`config.mk`:
```
export PLATFORM = sky130hd
export DESIGN_NAME = seq_bin2bcd
export DESIGN_NICKNAME = d
export VERILOG_FILES = /design/src/rtl/seq_bin2bcd_pkg.sv /design/src/rtl/seq_bin2bcd_add3.sv /design/src/rtl/seq_bin2bcd.sv
export SDC_FILE = /design/constraint.sdc
export NUM_CORES = 1
export LEC_CHECK = 0
export ABC_AREA = 0
export CAP_MARGIN = 20
export CORE_MARGIN = 2
export CORE_UTILIZATION = 38
export DETAILED_ROUTE_END_ITERATION = 16
export SLEW_MARGIN = 20
export SYNTH_ARGS = -nofsm -noshare
export SYNTH_HDL_FRONTEND = slang
export SYNTH_SLANG_ARGS = --single-unit
export TNS_END_PERCENT = 50
```
`constraint.sdc`:
```
create_clock -name clk -period 5.5 [get_ports clk]
set_input_delay 0.825 -clock clk [delete_from_list [all_inputs] [get_ports clk]]
set_output_delay 0.825 -clock clk [all_outputs]
set_load 0.05 [all_outputs]
```
`src/rtl/seq_bin2bcd_pkg.sv`:
```
`default_nettype none
// ============================================================================
// Module      : seq_bin2bcd_pkg
// Description : Shared display constants, converter state encoding and the
//               decimal range helper used by the BCD converter.
// Revision    : 1.0 - initial release
// ============================================================================
package seq_bin2bcd_pkg;

    localparam int BCD_DIGIT_W = 4;

    typedef enum logic [1:0] {
        IDLE  = 2'd0,
        SHIFT = 2'd1,
        DONE  = 2'd2
    } state_t;

    // Largest value representable in 'digits' decimal digits (10^digits - 1).
    function automatic logic [63:0] bcd_max_value(input int digits);
        logic [63:0] v;
        v = 64'd1;
        for (int i = 0; i < digits; i++) begin
            v = v * 64'd10;
        end
        return v - 64'd1;
    endfunction

endpackage
`default_nettype wire

```
`src/rtl/seq_bin2bcd_add3.sv`:
```
`default_nettype none
// ============================================================================
// Module      : bcd_add3
// Description : Combinational double-dabble digit correction (>=5 adds 3).
// Revision    : 1.0 - initial release
// ============================================================================
module bcd_add3
    import seq_bin2bcd_pkg::*;
(
    input  logic [BCD_DIGIT_W-1:0] i_digit,
    output logic [BCD_DIGIT_W-1:0] o_digit
);

    assign o_digit = (i_digit >= 4'd5) ? (i_digit + 4'd3) : i_digit;

endmodule
`default_nettype wire

```
`src/rtl/seq_bin2bcd.sv`:
```
`default_nettype none
// ============================================================================
// Module      : seq_bin2bcd
// Description : Multi-cycle shift-and-add-3 binary to BCD converter with
//               start/done handshake, overflow saturation and blank mask.
// Revision    : 1.0 - initial release
// ============================================================================
module seq_bin2bcd
    import seq_bin2bcd_pkg::*;
#(
    parameter int BIN_W    = 14,
    parameter int DIGITS   = 4,
    parameter int BLANK_LZ = 1
) (
    input  logic                          clk,
    input  logic                          rst_n,
    input  logic                          i_start,
    input  logic [BIN_W-1:0]              i_bin,
    output logic                          o_busy,
    output logic                          o_done,
    output logic [BCD_DIGIT_W*DIGITS-1:0] o_bcd,
    output logic                          o_ovf,
    output logic [DIGITS-1:0]             o_blank_mask
);

    localparam int c_ACC_W = BCD_DIGIT_W * DIGITS;
    localparam int c_CNT_W = (BIN_W > 1) ? $clog2(BIN_W) : 1;

    localparam logic [63:0] c_BIN_MAX = (BIN_W >= 64) ? {64{1'b1}}
                                                      : ((64'd1 << BIN_W) - 64'd1);
    // Overflow can only occur if the widest input exceeds the decimal range.
    localparam logic c_OVF_POSSIBLE = (DIGITS >= 20) ? 1'b0
                                    : (c_BIN_MAX > bcd_max_value(DIGITS));

    localparam logic [c_ACC_W-1:0] c_ALL_NINES = {DIGITS{4'h9}};
    localparam logic [DIGITS-1:0]  c_ONE       = DIGITS'(1);
    localparam logic [DIGITS-1:0]  c_RST_MASK  = (BLANK_LZ != 0) ? ~c_ONE : '0;
    localparam logic [c_CNT_W-1:0] c_CNT_LOAD  = c_CNT_W'(BIN_W - 1);

    state_t               r_state;
    state_t               w_state_next;
    logic [BIN_W-1:0]     r_bin;
    logic [c_ACC_W-1:0]   r_acc;
    logic [c_CNT_W-1:0]   r_cnt;
    logic                 r_ovf_sticky;
    logic [c_ACC_W-1:0]   r_bcd;
    logic                 r_ovf;
    logic [DIGITS-1:0]    r_blank;

    logic [c_ACC_W-1:0]   w_corr;
    logic [c_ACC_W-1:0]   w_acc_shift;
    logic                 w_carry;
    logic                 w_ovf_final;
    logic [c_ACC_W-1:0]   w_bcd_final;
    logic [DIGITS-1:0]    w_mask;
    logic                 w_accept;
    logic                 w_last;

    generate
        for (genvar gi = 0; gi < DIGITS; gi++) begin : g_digit
            bcd_add3 u_add3 (
                .i_digit (r_acc [gi*BCD_DIGIT_W +: BCD_DIGIT_W]),
                .o_digit (w_corr[gi*BCD_DIGIT_W +: BCD_DIGIT_W])
            );
        end
    endgenerate

    assign w_acc_shift = {w_corr[c_ACC_W-2:0], r_bin[BIN_W-1]};
    assign w_carry     = w_corr[c_ACC_W-1] & c_OVF_POSSIBLE;
    assign w_ovf_final = r_ovf_sticky | w_carry;
    assign w_bcd_final = w_ovf_final ? c_ALL_NINES : w_acc_shift;

    generate
        if (BLANK_LZ != 0) begin : g_blank
            logic w_zero_above;
            always_comb begin
                w_zero_above = 1'b1;
                w_mask       = '0;
                for (int i = DIGITS - 1; i >= 1; i--) begin
                    w_zero_above = w_zero_above &
                                   (w_bcd_final[i*BCD_DIGIT_W +: BCD_DIGIT_W] == 4'd0);
                    w_mask[i]    = w_zero_above;
                end
                if (w_ovf_final) begin
                    w_mask = '0;
                end
            end
        end else begin : g_no_blank
            assign w_mask = '0;
        end
    endgenerate

    assign w_accept = i_start && ((r_state == IDLE) || (r_state == DONE));
    assign w_last   = (r_state == SHIFT) && (r_cnt == '0);

    always_ff @(posedge clk or negedge rst_n) begin
        if (!rst_n) begin
            r_state <= IDLE;
        end else begin
            r_state <= w_state_next;
        end
    end

    always_comb begin
        w_state_next = r_state;
        case (r_state)
            IDLE:    if (i_start) w_state_next = SHIFT;
            SHIFT:   if (r_cnt == '0) w_state_next = DONE;
            DONE:    w_state_next = i_start ? SHIFT : IDLE;
            default: w_state_next = IDLE;
        endcase
    end

    always_ff @(posedge clk or negedge rst_n) begin
        if (!rst_n) begin
            r_bin        <= '0;
            r_acc        <= '0;
            r_cnt        <= '0;
            r_ovf_sticky <= 1'b0;
            r_bcd        <= '0;
            r_ovf        <= 1'b0;
            r_blank      <= c_RST_MASK;
        end else begin
            if (w_accept) begin
                r_bin        <= i_bin;
                r_acc        <= '0;
                r_ovf_sticky <= 1'b0;
                r_cnt        <= c_CNT_LOAD;
            end else if (r_state == SHIFT) begin
                r_acc        <= w_acc_shift;
                r_bin        <= r_bin << 1;
                r_ovf_sticky <= w_ovf_final;
                if (r_cnt != '0) begin
                    r_cnt <= r_cnt - c_CNT_W'(1);
                end
            end
            // Results are committed on the final shift so they are valid with done.
            if (w_last) begin
                r_bcd   <= w_bcd_final;
                r_ovf   <= w_ovf_final;
                r_blank <= w_mask;
            end
        end
    end

    assign o_busy       = (r_state == SHIFT);
    assign o_done       = (r_state == DONE);
    assign o_bcd        = r_bcd;
    assign o_ovf        = r_ovf;
    assign o_blank_mask = r_blank;

endmodule
`default_nettype wire
```
==> summary.txt, run 1 <==
Outcome
  – Status: complete, no violations

Worst setup path
  – Critical Path Max Stage Delay: roughly 830 ps
  – WP data required: about 4700 ps
  – CP max stage cell: clkdlybuf4s50_1
  – Setup Crit Path Kind: flop to primary output
  – Critical Path Stages: 3
  – Setup crit start kind: flop
  – Cells along the critical path: nand2b_2, clkinv_2, clkdlybuf4s50_1
  – Critical R2R Launch: r_state[0]
  – CP Max Fanout: 27
  – R2R Path End: o_blank_mask[2]
  – Critical Path Source: r_state[0]
  – CP endpoint: o_busy
  – WP data arrival: 2300 ps
  – Crit-path leading delay family: buffers and inverters
  – CP Capture Type: primary output
  – R2R cell count: 7
  – R2R Setup Slk: 2750 ps
  – CP bufs+invs: 2

STA
  – RSZ-0062 raised after global routing: false
  – Slew @ Worst Pin: 1000 ps
  – Setup violations, final: 0
  – Rel. slew slack: 0.332
  – Post-route clock period utilization: 0.568
  – Fmax: 320 MHz
  – Setup TNS: 0 ps
  – Final Max Slew Viols: 0
  – Post-layout min period: approximately 3100 ps
  – Final Hold Vio Count: 0
  – Final Hold Slack: 465 ps
  – Fin Clk Skew: around 7.9 ps

Synth
  – Number of synthesized register bits: 57
  – YS warnings: 0
  – Avg Inst Size Synth: ~10 µm²
  – Cell count after synthesis: ~260
  – Main area contributors after synthesis: dfrtp_1, nand2_1, ha_1
  – Most frequent cell after synthesis: dfrtp_1
  – Fraction of registers with async set/reset: 1.00
  – Top cell type by total area after synthesis: dfrtp_1
  – Post-synth EDFFs: 0
  – Cell Area, Synth: ~2700 µm²
  – Primary FF master, synth: dfrtp_1
  – Synth Net Count: between 200 and 300
  – Commonest cells in the netlist: dfrtp_1, nand2_1, a21oi_1
  – Sequential area share after synthesis: 0.535
  – Synth unique cells: 43
  – Synth top area share: 0.506

Routing
  – Via/cell ratio: ~5.0
  – Remaining antenna violation count: 0
  – DRT iter0 DRCs: 86
  – Residual DRC: 0
  – Total Wirelength: between 5 and 6 mm
  – Vias: 2,027
  – Wire length per cell: 14.1 µm
  – Pre-Repair DR Iteration Count: 4

Cells and area
  – Cell area after layout: approximately 3300 µm²
  – Fillcell total: 660
  – Cell Count, Final, Fillers Out: 404
  – Synthesis-to-finish area growth: 24.7%
  – Nets@finish: ~330
  – Diodes inserted: 0
  – Layout cells sized above 1: 0.104

Clocking
  – Num CTS Buffers: 9
  – CTS clk-pin slew, worst paths: ~70 ps
  – CTS Sinks: 57
  – CTS resizes: 0
  – Worst-skew pair later-pin latency: 350 ps
  – CTS Buffer Depth: 2
  – Htree depth: 3
  – Setup repair bufs after CTS: 0
  – Post-CTS Hold Buffers: 0
  – TritonCTS clock tree: yes
  – CTS root buffer: clkbuf_8

GRT
  – GRT Total Usage: 0.162
  – Vias in the first global route: approximately 1,900
  – Total grt overflow: 0
  – First-pass GRT wire length: 9.32 mm
  – Antenna violations before repair: 0
  – Largest net degree at the start of global routing: 58

Power and ir drop
  – Sw frac: 0.434
  – P_int: roughly 1300 µW
  – Leakage power: about 0.0015 µW
  – Maximum vdd drop: between 0.2 and 0.3 mV
  – Logic gate share of total power: 0.477
  – PwrDens: roughly 670 nW/µm²
  – Clock share of power: 0.190
  – NetSw: a little under 1000 µW
  – Sequential power share: 0.333

Place
  – Post-DP HPWL: around 3.8 mm
  – GPL Wtd Cong: between 0.8 and 0.9
  – Placed inst area: 3120 µm²
  – PortBufs: 38
  – Inst Count DP: around 390

Die
  – Die Wd: 87.8 µm
  – Die Ht: just under 90 µm
  – Die area: just under 8000 µm²
  – Starting density of the core: 0.393
  – Boundary Pins: 40
  – Row count: 30
  – Core area: roughly 6800 µm²

Hold path
  – Hold Path Class: flop to flop

Flow run
  – Max-capacitance violation count: 0
cells in the final DEF, fill, tap and decap left out, types with 5 or more instances in the layout:
cell | netlist | layout
dfrtp_1 | 54 | 54
a22o_1 | 8 | 8
nand2_1 | 48 | 48
o21ai_0 | 17 | 17
a21oi_1 | 19 | 19
a22oi_1 | 13 | 13
nor3b_1 | 7 | 7
nor2_1 | 12 | 12
ha_1 | 9 | 9
inv_1 | 10 | 10
clkbuf_8 | 0 | 9
clkdlybuf4s50_1 | 0 | 37
nand2b_1 | 5 | 5
power groups by stage:
stage | Clock (µW) | Sequential (µW) | Combinational, µW
after global placement | 0 | 749 | 1050
after floorplan | 0 | 920 | 598
final | 426 | 745 | 1070
after global routing | 458 | 769 | 1180
after detailed placement | 0 | 750 | 1080
after CTS | 434 | 745 | 1080
through the flow:
stage               total power (µW)  utilization  setup WS [ps]
finish                          2240        0.490           2370
global route                    2410        0.490           2290
CTS                             2260        0.490           2370
detailed placement              1830        0.459           2510
global placement                1800        0.459           2560
floorplan                       1520            -           3390
metal layers:
metal,global-route usage,vias to the layer above,wire length (µm)
li1,-,1001,-
met1,0.223,971,2830
met2,0.240,45,2490
met3,0.0339,10,248
met4,0.0839,0,112
met5,0,-,0
tightest hold or removal path, delay by kind of cell, from the launching register on:
family | cells | cell delay (ps)
and+or+nand+nor | 2 | 100
DFF | 1 | 370
final cells by class:
type / count / area, µm² / share of cell area
clock buffers: 10 / 128 / 0.0383
clock inverters: 6 / 82.6 / 0.0248
inverters: 12 / 46.3 / 0.0139
multi-input cells: 183 / 1130 / 0.340
flip-flops and latches: 57 / 1430 / 0.429
well taps: 96 / 120 / 0.0361
repair buffers: 40 / 390 / 0.117
logic make-up after synthesis:
family | count (synthesis) | synth area share
buf+inv | 24 | 0.0403
xor+xnor | 4 | 0.0131
compound gates | 73 | 0.177
other cells | 1 | 0.00140
simple gates | 90 | 0.167
fa+ha+maj | 9 | 0.0422
mux | 6 | 0.0234
flops | 57 | 0.535
worst min path at each step:
| stage | to | cells after the start | startpoint | slack, ps |
|---|---|---|---|---|
| global placement | o_blank_mask[3] | 2 | o_blank_mask[3] | 450 |
| detailed placement | o_blank_mask[3] | 2 | o_blank_mask[3] | 450 |
| CTS | o_blank_mask[3] | 2 | o_blank_mask[3] | 470 |
| global route | o_blank_mask[3] | 2 | o_blank_mask[3] | 500 |
| floorplan | r_bin[10] | 2 | r_bin[10] | 450 |
| finish | o_blank_mask[3] | 2 | o_blank_mask[3] | 460 |
state kept, by name, summed over array words and instances, names as in the netlist:
name and flops:
o_blank_mask 3, r_bin 14, r_ovf_sticky 1, r_state 2, r_cnt 4, o_bcd 16, r_acc 16, o_ovf 1
Power figures use the tool's default switching activity.
==> run 2: changes to the inputs <==
- clock period: 5.5 -> 3.1 ns (I/O delays scaled with it)
==> summary.txt, run 2 (synthesis gave the netlist of run 1 again) <==
Power and ir drop
  – Sequential power share: 0.344 (was 0.333)
  – Leakage power: 0.00146 µW (about the same)
  – Clock share of power: 0.152 (was 0.190)
  – NetSw: 1720 µW (was 971 µW)
  – Maximum vdd drop: 0.394 mV (was 0.254 mV)
  – Sw frac: 0.448 (was 0.434)
  – Logic gate share of total power: 0.503 (was 0.477)
  – PwrDens: 1160 nW/µm² (was 672 nW/µm²)
  – P_int: 2120 µW (was 1270 µW)

GRT
  – Vias in the first global route: 2,064 (was 1,893)
  – GRT Total Usage: 0.173 (was 0.162)
  – Total grt overflow: 0 (unchanged)
  – First-pass GRT wire length: 10.1 mm (was 9.32 mm)
  – Largest net degree at the start of global routing: 58 (unchanged)
  – Antenna violations before repair: 0 (unchanged)

Routing
  – Met2 WL: 2.67 mm (was 2.49 mm)
  – Vias: 2,069 (was 2,027)
  – Wire length per cell: 14.2 µm (was 14.1 µm)
  – Met1 wire length: 2.73 mm (was 2.83 mm)
  – Max Used Layer: met4 (unchanged)
  – Remaining antenna violation count: 0 (unchanged)
  – DRT iter0 DRCs: 131 (was 86)
  – Pre-Repair DR Iteration Count: 5 (was 4)
  – Met3 wire length: 282 µm (was 248 µm)
  – Residual DRC: 0 (unchanged)
  – Total Wirelength: 5.78 mm (was 5.68 mm)
  – Via/cell ratio: 5.10 (was 5.02)

Clocking
  – Htree depth: 3 (unchanged)
  – CTS root buffer: clkbuf_8 (unchanged)
  – Worst-skew pair later-pin latency: 330 ps (was 350 ps)
  – CTS Buffer Depth: 2 (unchanged)
  – Post-CTS Hold Buffers: 0 (unchanged)
  – Num CTS Buffers: 9 (unchanged)
  – CTS clk-pin slew, worst paths: 70 ps (about the same)
  – Setup repair bufs after CTS: 0 (unchanged)
  – CTS Sinks: 57 (unchanged)
  – CTS resizes: 0 (unchanged)
  – TritonCTS clock tree: yes (unchanged)

STA
  – Rel. slew slack: 0.520 (was 0.332)
  – Slew @ Worst Pin: 720 ps (was 1000 ps)
  – RSZ-0062 raised after global routing: false (unchanged)
  – Final Hold Vio Count: 0 (unchanged)
  – Final Max Slew Viols: 0 (unchanged)
  – Fmax: roughly 420 MHz
  – Setup violations, final: 0 (unchanged)
  – Fin Clk Skew: 5.82 ps (was 7.92 ps)
  – Post-route clock period utilization: 0.777
  – Final Hold Slack: 263 ps (was 465 ps)
  – Setup TNS: 0 ps (unchanged)
  – Post-layout min period: 2410 ps

Cells and area
  – Core Util, Final: 0.486 (was 0.490)
  – Cell area after layout: 3300 µm² (was 3330 µm²)
  – Layout cells sized above 1: 0.110 (was 0.104)
  – Diodes inserted: 0 (unchanged)
  – Commonest non-fill, non-tap cells in the layout: dfrtp_1, nand2_1, clkdlybuf4s50_1 (unchanged)
  – Fillcell total: 654 (was 660)
  – Nets@finish: 332 (was 329)
  – Synthesis-to-finish area growth: 23.7% (was 24.7%)
  – Most common cell after layout, fill and taps aside: dfrtp_1 (unchanged)

Hold path
  – Hold Path Class: input pin to asynchronous set/reset pin (was flop to flop)

Worst setup path
  – Cells along the critical path: nand2b_2, clkinv_2, clkdlybuf4s50_1 (unchanged)
  – Setup Crit Path Kind: flop to primary output (unchanged)
  – CP bufs+invs: 2 (unchanged)
  – CP Max Fanout: 14 (was 27)
  – WP data required: 2630 ps (was 4680 ps)
  – Setup crit start kind: flop (unchanged)
  – WP data arrival: 1940 ps (was 2300 ps)
  – CP max stage cell: clkdlybuf4s50_1 (unchanged)
  – Crit-path leading delay family: buffers and inverters (unchanged)
  – Critical Path Max Stage Delay: 800 ps (was 830 ps)
  – CP Capture Type: primary output (unchanged)

Die
  – Die Ht: 87.8 µm (unchanged)
  – Core area: 6790 µm² (unchanged)
  – Boundary Pins: 40 (unchanged)
  – Die area: 7720 µm² (unchanged)
  – Row count: 30 (unchanged)
  – Die Wd: 87.8 µm (unchanged)
  – Starting density of the core: 0.393 (unchanged)

Place
  – PortBufs: 38 (unchanged)
  – GPL Wtd Cong: 0.793 (was 0.857)
  – Placed inst area: 3140 µm² (was 3120 µm²)
  – Post-DP HPWL: 4.07 mm (was 3.81 mm)

Outcome
  – Status: complete, no violations (unchanged)

Flow run
  – Max-capacitance violation count: 0 (unchanged)
## run 2: cell types whose count changed in the layout (fill, tap and decap cells not counted)
cell        before  now
clkinv_2         4    5
buf_4            2    5
clkbuf_8         9   10
bufinv_16        2    0
clkinvlp_4       1    0
## run 2: per-layer routing
metal  up-vias  GRT usage
met2        53      0.261
li1       1015          -
met5         -          0
met4         0     0.0643
met1       991      0.230
met3        10     0.0613
## run 2: power groups by stage
stage	registers, µW	clock network (µW)	logic, µW
floorplan	1630	0	1060
global placement	1320	0	1910
detailed placement	1330	0	1950
CTS	1320	611	1950
global route	1380	638	2140
finish	1320	584	1930
## run 2: stage by stage
stage          total power, µW  cells  setup slack [ps]
2_1_floorplan             2690    264              1250
3_3_place_gp              3240    391              1050
3_5_place_dp              3280    391              1040
4_1_cts                   3880    406               664
5_1_grt                   4160    406               618
6_report                  3840    406               691
## run 2: worst paths after layout
check	startpoint	endpoint	slack, ps	depth (start not counted)
hold / removal	rst_n	o_bcd[15]	260	2
hold reg to reg	o_blank_mask[3]	o_blank_mask[3]	460	2
min in group clk	o_blank_mask[3]	o_blank_mask[3]	460	2
max in group asynchronous	rst_n	r_cnt[1]	2350	2
setup / recovery	r_state[1]	o_busy	690	3
setup reg to reg	r_acc[12]	o_blank_mask[1]	1060	7
## run 2: cell type report
cell class                      instances  area [µm²]  area share
Clock buffer                           11         141      0.0428
Clock inverter                          4        20.0     0.00606
Timing Repair Buffer                   43         413       0.125
Tap cell                               96         120      0.0363
Inverter                               12        46.3      0.0140
Multi-Input combinational cell        183        1130       0.343
Sequential cell                        57        1430       0.433
